File: src/rtl/ecc_mul_arb.sv
// Round-robin arbiter sharing one fixed-latency pipelined multiplier among NREQ
// requesters; a tag pipeline routes each result back to the requester that issued it.
module ecc_mul_arb #(
    parameter int  NREQ  = 4,
    parameter int  WIDTH = 16,
    parameter int  LAT   = 4,
    localparam int TW    = (NREQ > 1) ? $clog2(NREQ) : 1,
    localparam int IW    = $clog2(LAT + 3)
) (
    input  logic                  clk,
    input  logic                  rst,
    input  logic                  hold,
    input  logic [NREQ-1:0]       req_vld,
    input  logic [NREQ*WIDTH-1:0] req_opa,
    input  logic [NREQ*WIDTH-1:0] req_opb,
    output logic [NREQ-1:0]       req_rdy,
    output logic                  iss_vld,
    output logic [WIDTH-1:0]      iss_opa,
    output logic [WIDTH-1:0]      iss_opb,
    output logic [TW-1:0]         iss_tag,
    input  logic [WIDTH-1:0]      res_dat,
    output logic [NREQ-1:0]       rsp_vld,
    output logic [WIDTH-1:0]      rsp_dat,
    output logic [IW-1:0]         inflight
);

    logic [TW-1:0]  ptr;
    logic [TW-1:0]  gnt_idx;
    logic [TW-1:0]  cand;
    logic           gnt_any;
    logic           hs;
    logic           rsp_any;
    logic [LAT-1:0] pipe_vld;
    logic [TW-1:0]  pipe_tag [LAT];

    // NOTE: every variable written in this block gets a default first, so no path leaves it unassigned and no latch is inferred.
    always_comb begin
        gnt_any = 1'b0;
        gnt_idx = '0;
        cand    = '0;
        for (int k = 0; k < NREQ; k++) begin
            cand = TW'((int'(ptr) + k) % NREQ);
            if (!gnt_any && req_vld[cand]) begin
                gnt_any = 1'b1;
                gnt_idx = cand;
            end
        end
    end

    assign hs      = gnt_any && !hold;
    assign req_rdy = hs ? (NREQ'(1) << gnt_idx) : '0;
    assign rsp_any = |rsp_vld;

    // NOTE: sequential state uses non-blocking assignments so every register samples the pre-edge values.
    always_ff @(posedge clk or posedge rst) begin
        if (rst) begin
            ptr     <= '0;
            iss_vld <= 1'b0;
            iss_opa <= '0;
            iss_opb <= '0;
            iss_tag <= '0;
        end else begin
            iss_vld <= hs;
            if (hs) begin
                iss_opa <= req_opa[int'(gnt_idx)*WIDTH +: WIDTH];
                iss_opb <= req_opb[int'(gnt_idx)*WIDTH +: WIDTH];
                iss_tag <= gnt_idx;
                ptr     <= (int'(gnt_idx) == NREQ - 1) ? '0 : gnt_idx + TW'(1);
            end
        end
    end

    // The tag pipeline never stalls, so its last stage lines up with res_dat of the same op.
    always_ff @(posedge clk or posedge rst) begin
        if (rst) begin
            pipe_vld <= '0;
        end else begin
            pipe_vld[0] <= iss_vld;
            for (int k = 1; k < LAT; k++) begin
                pipe_vld[k] <= pipe_vld[k-1];
            end
        end
    end

    // NOTE: the tag array carries no reset; a tag is only consumed when its pipe_vld bit is set.
    always_ff @(posedge clk) begin
        pipe_tag[0] <= iss_tag;
        for (int k = 1; k < LAT; k++) begin
            pipe_tag[k] <= pipe_tag[k-1];
        end
    end

    always_ff @(posedge clk or posedge rst) begin
        if (rst) begin
            rsp_vld <= '0;
            rsp_dat <= '0;
        end else begin
            rsp_vld <= pipe_vld[LAT-1] ? (NREQ'(1) << pipe_tag[LAT-1]) : '0;
            if (pipe_vld[LAT-1]) begin
                rsp_dat <= res_dat;
            end
        end
    end

    always_ff @(posedge clk or posedge rst) begin
        if (rst) begin
            inflight <= '0;
        end else begin
            case ({hs, rsp_any})
                2'b10:   inflight <= inflight + IW'(1);
                2'b01:   inflight <= inflight - IW'(1);
                default: inflight <= inflight;
            endcase
        end
    end

endmodule
File: config.mk
export PLATFORM = sky130hd
export DESIGN_NAME = ecc_mul_arb
export DESIGN_NICKNAME = d
export VERILOG_FILES = /design/src/rtl/ecc_mul_arb.sv
export SDC_FILE = /design/constraint.sdc
export NUM_CORES = 1
export LEC_CHECK = 0
export CAP_MARGIN = 15
export CORE_MARGIN = 2
export CORE_UTILIZATION = 40
export DETAILED_ROUTE_END_ITERATION = 10
export MAX_ROUTING_LAYER = met4
export PLACE_DENSITY = 0.87
export SLEW_MARGIN = 30
export SYNTH_ARGS = -nofsm -noshare
export SYNTH_HDL_FRONTEND = slang
export SYNTH_SLANG_ARGS = --single-unit
File: constraint.sdc
create_clock -name clk -period 5.3 [get_ports clk]
set_input_delay 1.325 -clock clk [delete_from_list [all_inputs] [get_ports clk]]
set_output_delay 1.325 -clock clk [all_outputs]
set_load 0.02 [all_outputs]
==> impl_results.md, run 1 <==
* Status: finished clean
* Core box area at just over 9000 µm²
* WP data required at roughly 4 ns
* CP most frequent cell: clkdlybuf4s50_1
* Worst reg2reg startpoint: ptr[1]$_DFFE_PP0P_
* Maximum VDD drop at roughly 0.24 mV
* Maximum root-to-sink buffer count at 2
* Via density at 5.46
* Syn_area_per_cell at ~11 µm²
* Sequential fraction of the synthesis area at roughly 48%
* Total track usage at roughly a quarter
* Initial antenna violation count at 0
* Cell Int Power at about 0.0015 W
* HP Start: pipe_tag[0][1]$_DFF_P_
* Worst r2r path cells at 7
* Area delta synth->final at 65.6%
* Die Y at 99.9 µm
* Setup CP Type: input pin to primary output
* Comb pwr share at around half
* Hold Crit Class: flop to flop
* Initial Utilization at between 40% and 50%
* Worst Tran Pin Value at 0.745 ns
* Synth Flop Type: dfrtp_1
* Setup TNS at 0 ns
* Post-cts sizing count at 0
* Die width at roughly 100 µm
* Max incr delay on CP at ~0.6 ns
* Layout fillers at 712
* MaxCap Viol Count at 0
* Final Cycle Share at a little over 90%
* Final hold violation count at 0
* Post-CTS Hold Buffers at 0
* Clock group share of total power at 17.5%
* Worst slew margin at around half
* Worst path arrival time at roughly 3.6 ns
* Post-synth top cells: 64 x dfrtp_1, 23 x a211oi_1, 22 x mux2_2, 22 x o21ai_0
* DR pass1 iterations at 5
* Async SR Flop Fraction at 88.9%
* Num ports at between 200 and 250
* Nets at between 600 and 700
* Vias in the first global route at between 3000 and 4000
* I/O Buffers at roughly 210
* Leak Pwr at ~2.5 nW
* Util after Layout at between 60% and 70%
* Yosys top cell area share at a little over two fifths
* Post-Route WL at 11700 µm
* Cell variety after synth at 39
* Setup Buffers After CTS at 0
* Largest net degree at the start of global routing at 37
* Top-count cell post-synth: dfrtp_1
* Placed cell area at 5900 µm²
* CP max stage cell: clkdlybuf4s50_1
* Critical Path Source Type: input pin
* Crit-path max FO at 25
* Worst skew pair latency at between 0.3 and 0.4 ns
* CTS tree: built
* H-tree level count at 3
* Worst hold stages at 0
* CP endpoint kind: primary output
* # clock sinks at slightly above 70
* Fmax at between 200 and 250 MHz
* Number of antenna-violating nets in the routed design at 0
* Worst R2R Setup Slack at ~2.7 ns
* Global-route wire length before repair at 18200 µm
* Synthesis-stage register bit count at 72
* Clock tree root buffer cell: clkbuf_8
* Ys Warns at 0
* Final Setup Violations at 0
* Critical path, cell by cell: clkdlybuf4s50_1 -> mux2i_1 -> o2bb2ai_2 -> nor2_4 -> inv_4 -> ha_1 -> and2_1 -> clkdlybuf4s50_1
* Placer Congestion at between 0.8 and 0.9
* Clk pin slew, worst setup/hold paths at approximately 0.080 ns
* Hold Path Sink: pipe_tag[1][1]$_DFF_P_
* Wirelength per Cell at around 18 µm
* DPL Wire Length at a little under 9000 µm
* # DRC at 0
* Cell taking the most area after synthesis: dfrtp_1
* Crit path launch: req_vld[3]
* Rows at 35
* Final min period at approximately 4.9 ns
* Layout cells sized above 1 at approximately 13%
* Switching part of the total at between 30% and 40%
* Reg2reg end: iss_opb[13]$_DFFE_PP0P_
* Final Cell Area at between 6000 and 7000 µm²
* # diodes at 0
* Post-synthesis cell count at between 300 and 400
* Pwr Density at around 400 nW/µm²
* Fin. max-slew vios at 0
* Post-synth EDFFs at 0
* Skew final at around 0.015 ns
* Syn_nets at between 400 and 500
* Die area at about 10000 µm²
* Synth area leaders: dfrtp_1 44%, mux2_2 6.7%, mux2_4 6.1%, a221o_1 5.7%, a211oi_1 4.7%
* Num CTS Buffers at 9
* Net Switching at 0.000913 W
* Register share of total power at between 30% and 40%
* Via count at about 3600
* RSZ-0062 raised after global routing: false
* Post-synthesis cell area at about 3700 µm²
* Detailed Route Iter0 Violations at approximately 130
* Gr ovfl total at 0
==> how the worst max path moves through the flow <==
| stage | cells past startpoint | end |
|---|---|---|
| finish | 8 | req_rdy[0] |
| global route | 8 | req_rdy[2] |
| CTS | 8 | req_rdy[0] |
| detailed placement | 8 | req_rdy[0] |
| global placement | 8 | req_rdy[0] |
| floorplan | 8 | req_rdy[2] |
==> cell type report <==
class | count | area (µm²) | area share, %
flip-flops and latches | 72 | 1760 | 28.9
well taps | 111 | 139 | 2.28
repair buffers | 221 | 2190 | 35.9
clock buffers | 9 | 124 | 2.03
clock inverters | 7 | 70.1 | 1.15
multi-input cells | 225 | 1780 | 29.2
inverters | 7 | 28.8 | 0.472
==> state kept, by name (all words and copies together) (netlist names) <==
signal and cells:
iss_opa 16, ptr 2, iss_tag 2, rsp_vld 4
inflight 3, rsp_dat 16, iss_opb 16, pipe_vld 4
pipe_tag 8, iss_vld 1
==> through the flow <==
stage / setup slack (ns) / std cells / hold WS, ns / total power [W]
after floorplan: 1.40 / 329 / 0.310 / 0.00145
after global placement: 0.504 / 636 / 0.311 / 0.00194
after detailed placement: 0.442 / 636 / 0.316 / 0.00199
after CTS: 0.424 / 652 / 0.330 / 0.00242
after global routing: 0.314 / 652 / 0.331 / 0.00253
final: 0.401 / 652 / 0.326 / 0.00240
==> placed cells by master, fill, tap and decap left out, drive strengths merged <==
cell type      count
a211oi            23
a21boi             8
a21o               4
a21oi             15
a221o             21
a2bb2oi            1
and2               4
and3              12
and3b              1
buf                9
clkbuf             9
clkdlybuf4s50    212
clkinv             2
clkinvlp           1
dfrtp             64
dfxtp              8
fa                 1
ha                 5
inv               11
mux2              37
mux2i             12
nand2              6
nand2b             2
nand3             21
nor2              20
nor3               2
nor3b              2
o21ai             23
o2bb2ai            1
or4                1
xnor2              1
xor2               2
==> cell families (layout without fill, tap and decap cells) <==
kind of cell,count (synthesis),after routing,synth area share (%)
flip-flops,72,72,47.9
AO/OA/AOI/OAI,96,96,18.8
buffers and inverters,32,244,4.28
XOR/XNOR,3,3,0.714
multiplexers,49,49,16.1
adder cells (fa/ha/maj),6,6,2.24
AND/OR/NAND/NOR,71,71,10.0
==> power groups by stage <==
stage	clock, W	combinational, W	sequential, W
floorplan	0	0.000489	0.000966
global placement	0	0.00113	0.000810
detailed placement	0	0.00117	0.000817
CTS	0.000433	0.00117	0.000811
global route	0.000454	0.00124	0.000828
finish	0.000420	0.00117	0.000811
==> critical path, delay by kind of cell <==
| kind | cells | cell delay, ns |
|---|---|---|
| compound gates | 1 | 0.19 |
| buf+inv | 3 | 1.34 |
| mux | 1 | 0.30 |
| simple gates | 2 | 0.21 |
| fa+ha+maj | 1 | 0.20 |
==> per-layer routing <==
layer / track usage, % / part of all wire, % / up-vias
li1: - / - / 1649
met1: 26.5 / 39 / 1702
met2: 41.6 / 52 / 181
met3: 5.29 / 6.8 / 27
met4: 10.0 / 2.5 / 0
met5: - / 0 / -
(Power assumes the default switching activity.)
==> run 2: changes to the inputs <==
--- a/config.mk
+++ b/config.mk
@@ -6,7 +6,7 @@
 export NUM_CORES = 1
 export LEC_CHECK = 0
 export CAP_MARGIN = 15
-export CORE_MARGIN = 2
+export CORE_MARGIN = 1
 export CORE_UTILIZATION = 40
 export DETAILED_ROUTE_END_ITERATION = 10
 export MAX_ROUTING_LAYER = met4
==> run 2 against run 1 <==
The run now ends with design-rule violations left. Total power shrank 0.90%. Sequential power grew 0.6%. Final cell count shrank 0.31%. Clock skew shrank 0.0052 ns. Die area shrank 4.0%. Critical endpoint is now req_rdy[2]. Largest power group unchanged.
==> impl_results.md, run 2 (synthesis gave the netlist of run 1 again) <==
* Clk pin slew, worst setup/hold paths at roughly 0.07 ns
* Worst slew margin at between 40 and 50%
* Final setup margin at between 0.4 and 0.5 ns
* Maximum VDD drop at approximately 0.23 mV
* H-tree level count at 3
* DPL Wire Length at between 8000 and 9000 µm
* Worst Tran Pin Value at 0.788 ns
* Post-cts sizing count at 0
* Critical Path Source Type: input pin
* Die area at between 9000 and 10000 µm²
* Most frequent cells in the layout: 212 x clkdlybuf4s50_1, 64 x dfrtp_1, 23 x a211oi_1
* Final min period at 4.85 ns
* Placed Cells at 634
* Rows at 34
* Skew final at approximately 0.0096 ns
* Net Switching at ~0.00088 W
* Area delta synth->final at 65.4%
* Num ports at between 200 and 250
* Largest net degree at the start of global routing at 65
* Gr ovfl total at 0
* Layout fillers at between 600 and 700
* Global-route wire length before repair at ~19000 µm
* Initial antenna violation count at 0
* Failing checks: design-rule violations
* Cell Int Power at about 0.0015 W
* Worst skew pair latency at between 0.3 and 0.4 ns
* Comb pwr share at roughly half
* Register share of total power at between 30 and 40%
* Fmax at just over 200 MHz
* CP endpoint kind: primary output
* Post-Route WL at ~11000 µm
* Initial Utilization at 41.8%
* RSZ-0062 raised after global routing: false
* Number of antenna-violating nets in the routed design at 0
* Hold Crit Class: flop to flop
* DR pass1 iterations at 7
* Worst r2r path cells at 7
* Final hold violation count at 0
* Die width at between 90 and 100 µm
* Layout cells sized above 1 at around 13%
* # DRC at 9
* Worst path arrival time at 3.52 ns
* Placer Congestion at about 0.80
* Setup CP Type: input pin to primary output
* Pwr Density at 390 nW/µm²
* Total track usage at 25.2%
* Status: finished, violations left
* Switching part of the total at a little under two fifths
* Hold Path Sink: pipe_tag[1][0]$_DFF_P_
* Most common cell after layout, fill and taps aside: clkdlybuf4s50_1
* Leak Pwr at between 2 and 3 nW
* WP data required at approximately 4.0 ns
* Setup Buffers After CTS at 0
* # clock sinks at 72
* Fin. max-slew vios at 0
* CTS tree: built
* Detailed Route Iter0 Violations at about 150
* Core box area at slightly below 9000 µm²
* Worst hold stages at 0
* Final Setup Violations at 0
* Final Non-Filler Cells at 650
* Die Y at 97.9 µm
* Place WS at 0.452 ns
* Wirelength per Cell at 17.7 µm
* Total power at 0.00238 W
* I/O Buffers at ~210
* Worst R2R Setup Slack at just under 3 ns
* # diodes at 0
* Num CTS Buffers at 9
* Via count at 3529
* Reg2reg end: iss_opb[14]$_DFFE_PP0P_
* Clock group share of total power at approximately 17%
* Nets at between 600 and 700
* Maximum root-to-sink buffer count at 2
* HP Start: pipe_tag[0][0]$_DFF_P_
* Setup TNS at 0 ns
* Largest regs: iss_opa (16), iss_opb (16), rsp_dat (16)
* Multi-input gate area at ~1800 µm²
* Crit-path max FO at 16
* FF+latch area at approximately 1800 µm²
* Final Cycle Share at approximately nine tenths
* Via density at between 5 and 6
* Vias in the first global route at ~3800
* Clock tree root buffer cell: clkbuf_8
* Post-CTS Hold Buffers at 0
* Worst reg2reg startpoint: ptr[1]$_DFFE_PP0P_
* MaxCap Viol Count at 0
-- run 2: cell count changes in the layout (fill, tap and decap cells not counted), sizes merged --
cell      previous run  this run
inv                 11         7
clkbuf               9        12
clkinvlp             1         0
buf                  9        10
clkinv               2         4
-- run 2: worst max path at each step --
stage          startpoint  cells past startpoint  slack, ns          to
3_3_place_gp   req_vld[3]                      8       0.62  req_rdy[0]
6_report       req_vld[3]                      7       0.45  req_rdy[2]
2_1_floorplan  req_vld[2]                      8       1.40  req_rdy[2]
5_1_grt        req_vld[3]                      7       0.35  req_rdy[2]
3_5_place_dp   req_vld[3]                      7       0.45  req_rdy[2]
4_1_cts        req_vld[3]                      7       0.45  req_rdy[2]
-- run 2: per-layer routing --
metal,global-route usage (%),wire length (µm),up-vias
li1,-,-,1643
met1,28.6,4460,1664
met2,42.4,5830,181
met3,4.51,734,41
met4,13.2,451,0
met5,-,0,-
-- run 2: final cells by class --
cell class,instances,area share (%)
Timing Repair Buffer,222,36.1
Multi-Input combinational cell,225,29.3
Sequential cell,72,28.9
Clock buffer,12,2.55
Tap cell,108,2.22
Inverter,7,0.473
Clock inverter,4,0.452
-- run 2: worst max-delay path, stage by stage --
cell and delay [ns]:
clkdlybuf4s50_1 0.48, nor2_1 0.44, a21o_1 0.20, clkinv_1 0.12
buf_4 0.23, and2_1 0.17, clkdlybuf4s50_1 0.55
-- run 2: metrics by stage --
stage,instance area [µm²],util (%),hold WS [ns]
global route,6090,69.1,0.329
global placement,5900,67.0,0.312
floorplan,3680,-,0.310
finish,6090,69.1,0.322
CTS,6090,69.1,0.327
detailed placement,5900,67.1,0.314
-- run 2: power groups by stage --
| stage | sequential [W] | combinational, W | clock [W] |
|---|---|---|---|
| floorplan | 0.000966 | 0.000489 | 0 |
| global placement | 0.000816 | 0.00114 | 0 |
| detailed placement | 0.000822 | 0.00117 | 0 |
| CTS | 0.000815 | 0.00117 | 0.000405 |
| global route | 0.000836 | 0.00124 | 0.000433 |
| finish | 0.000816 | 0.00117 | 0.000395 |
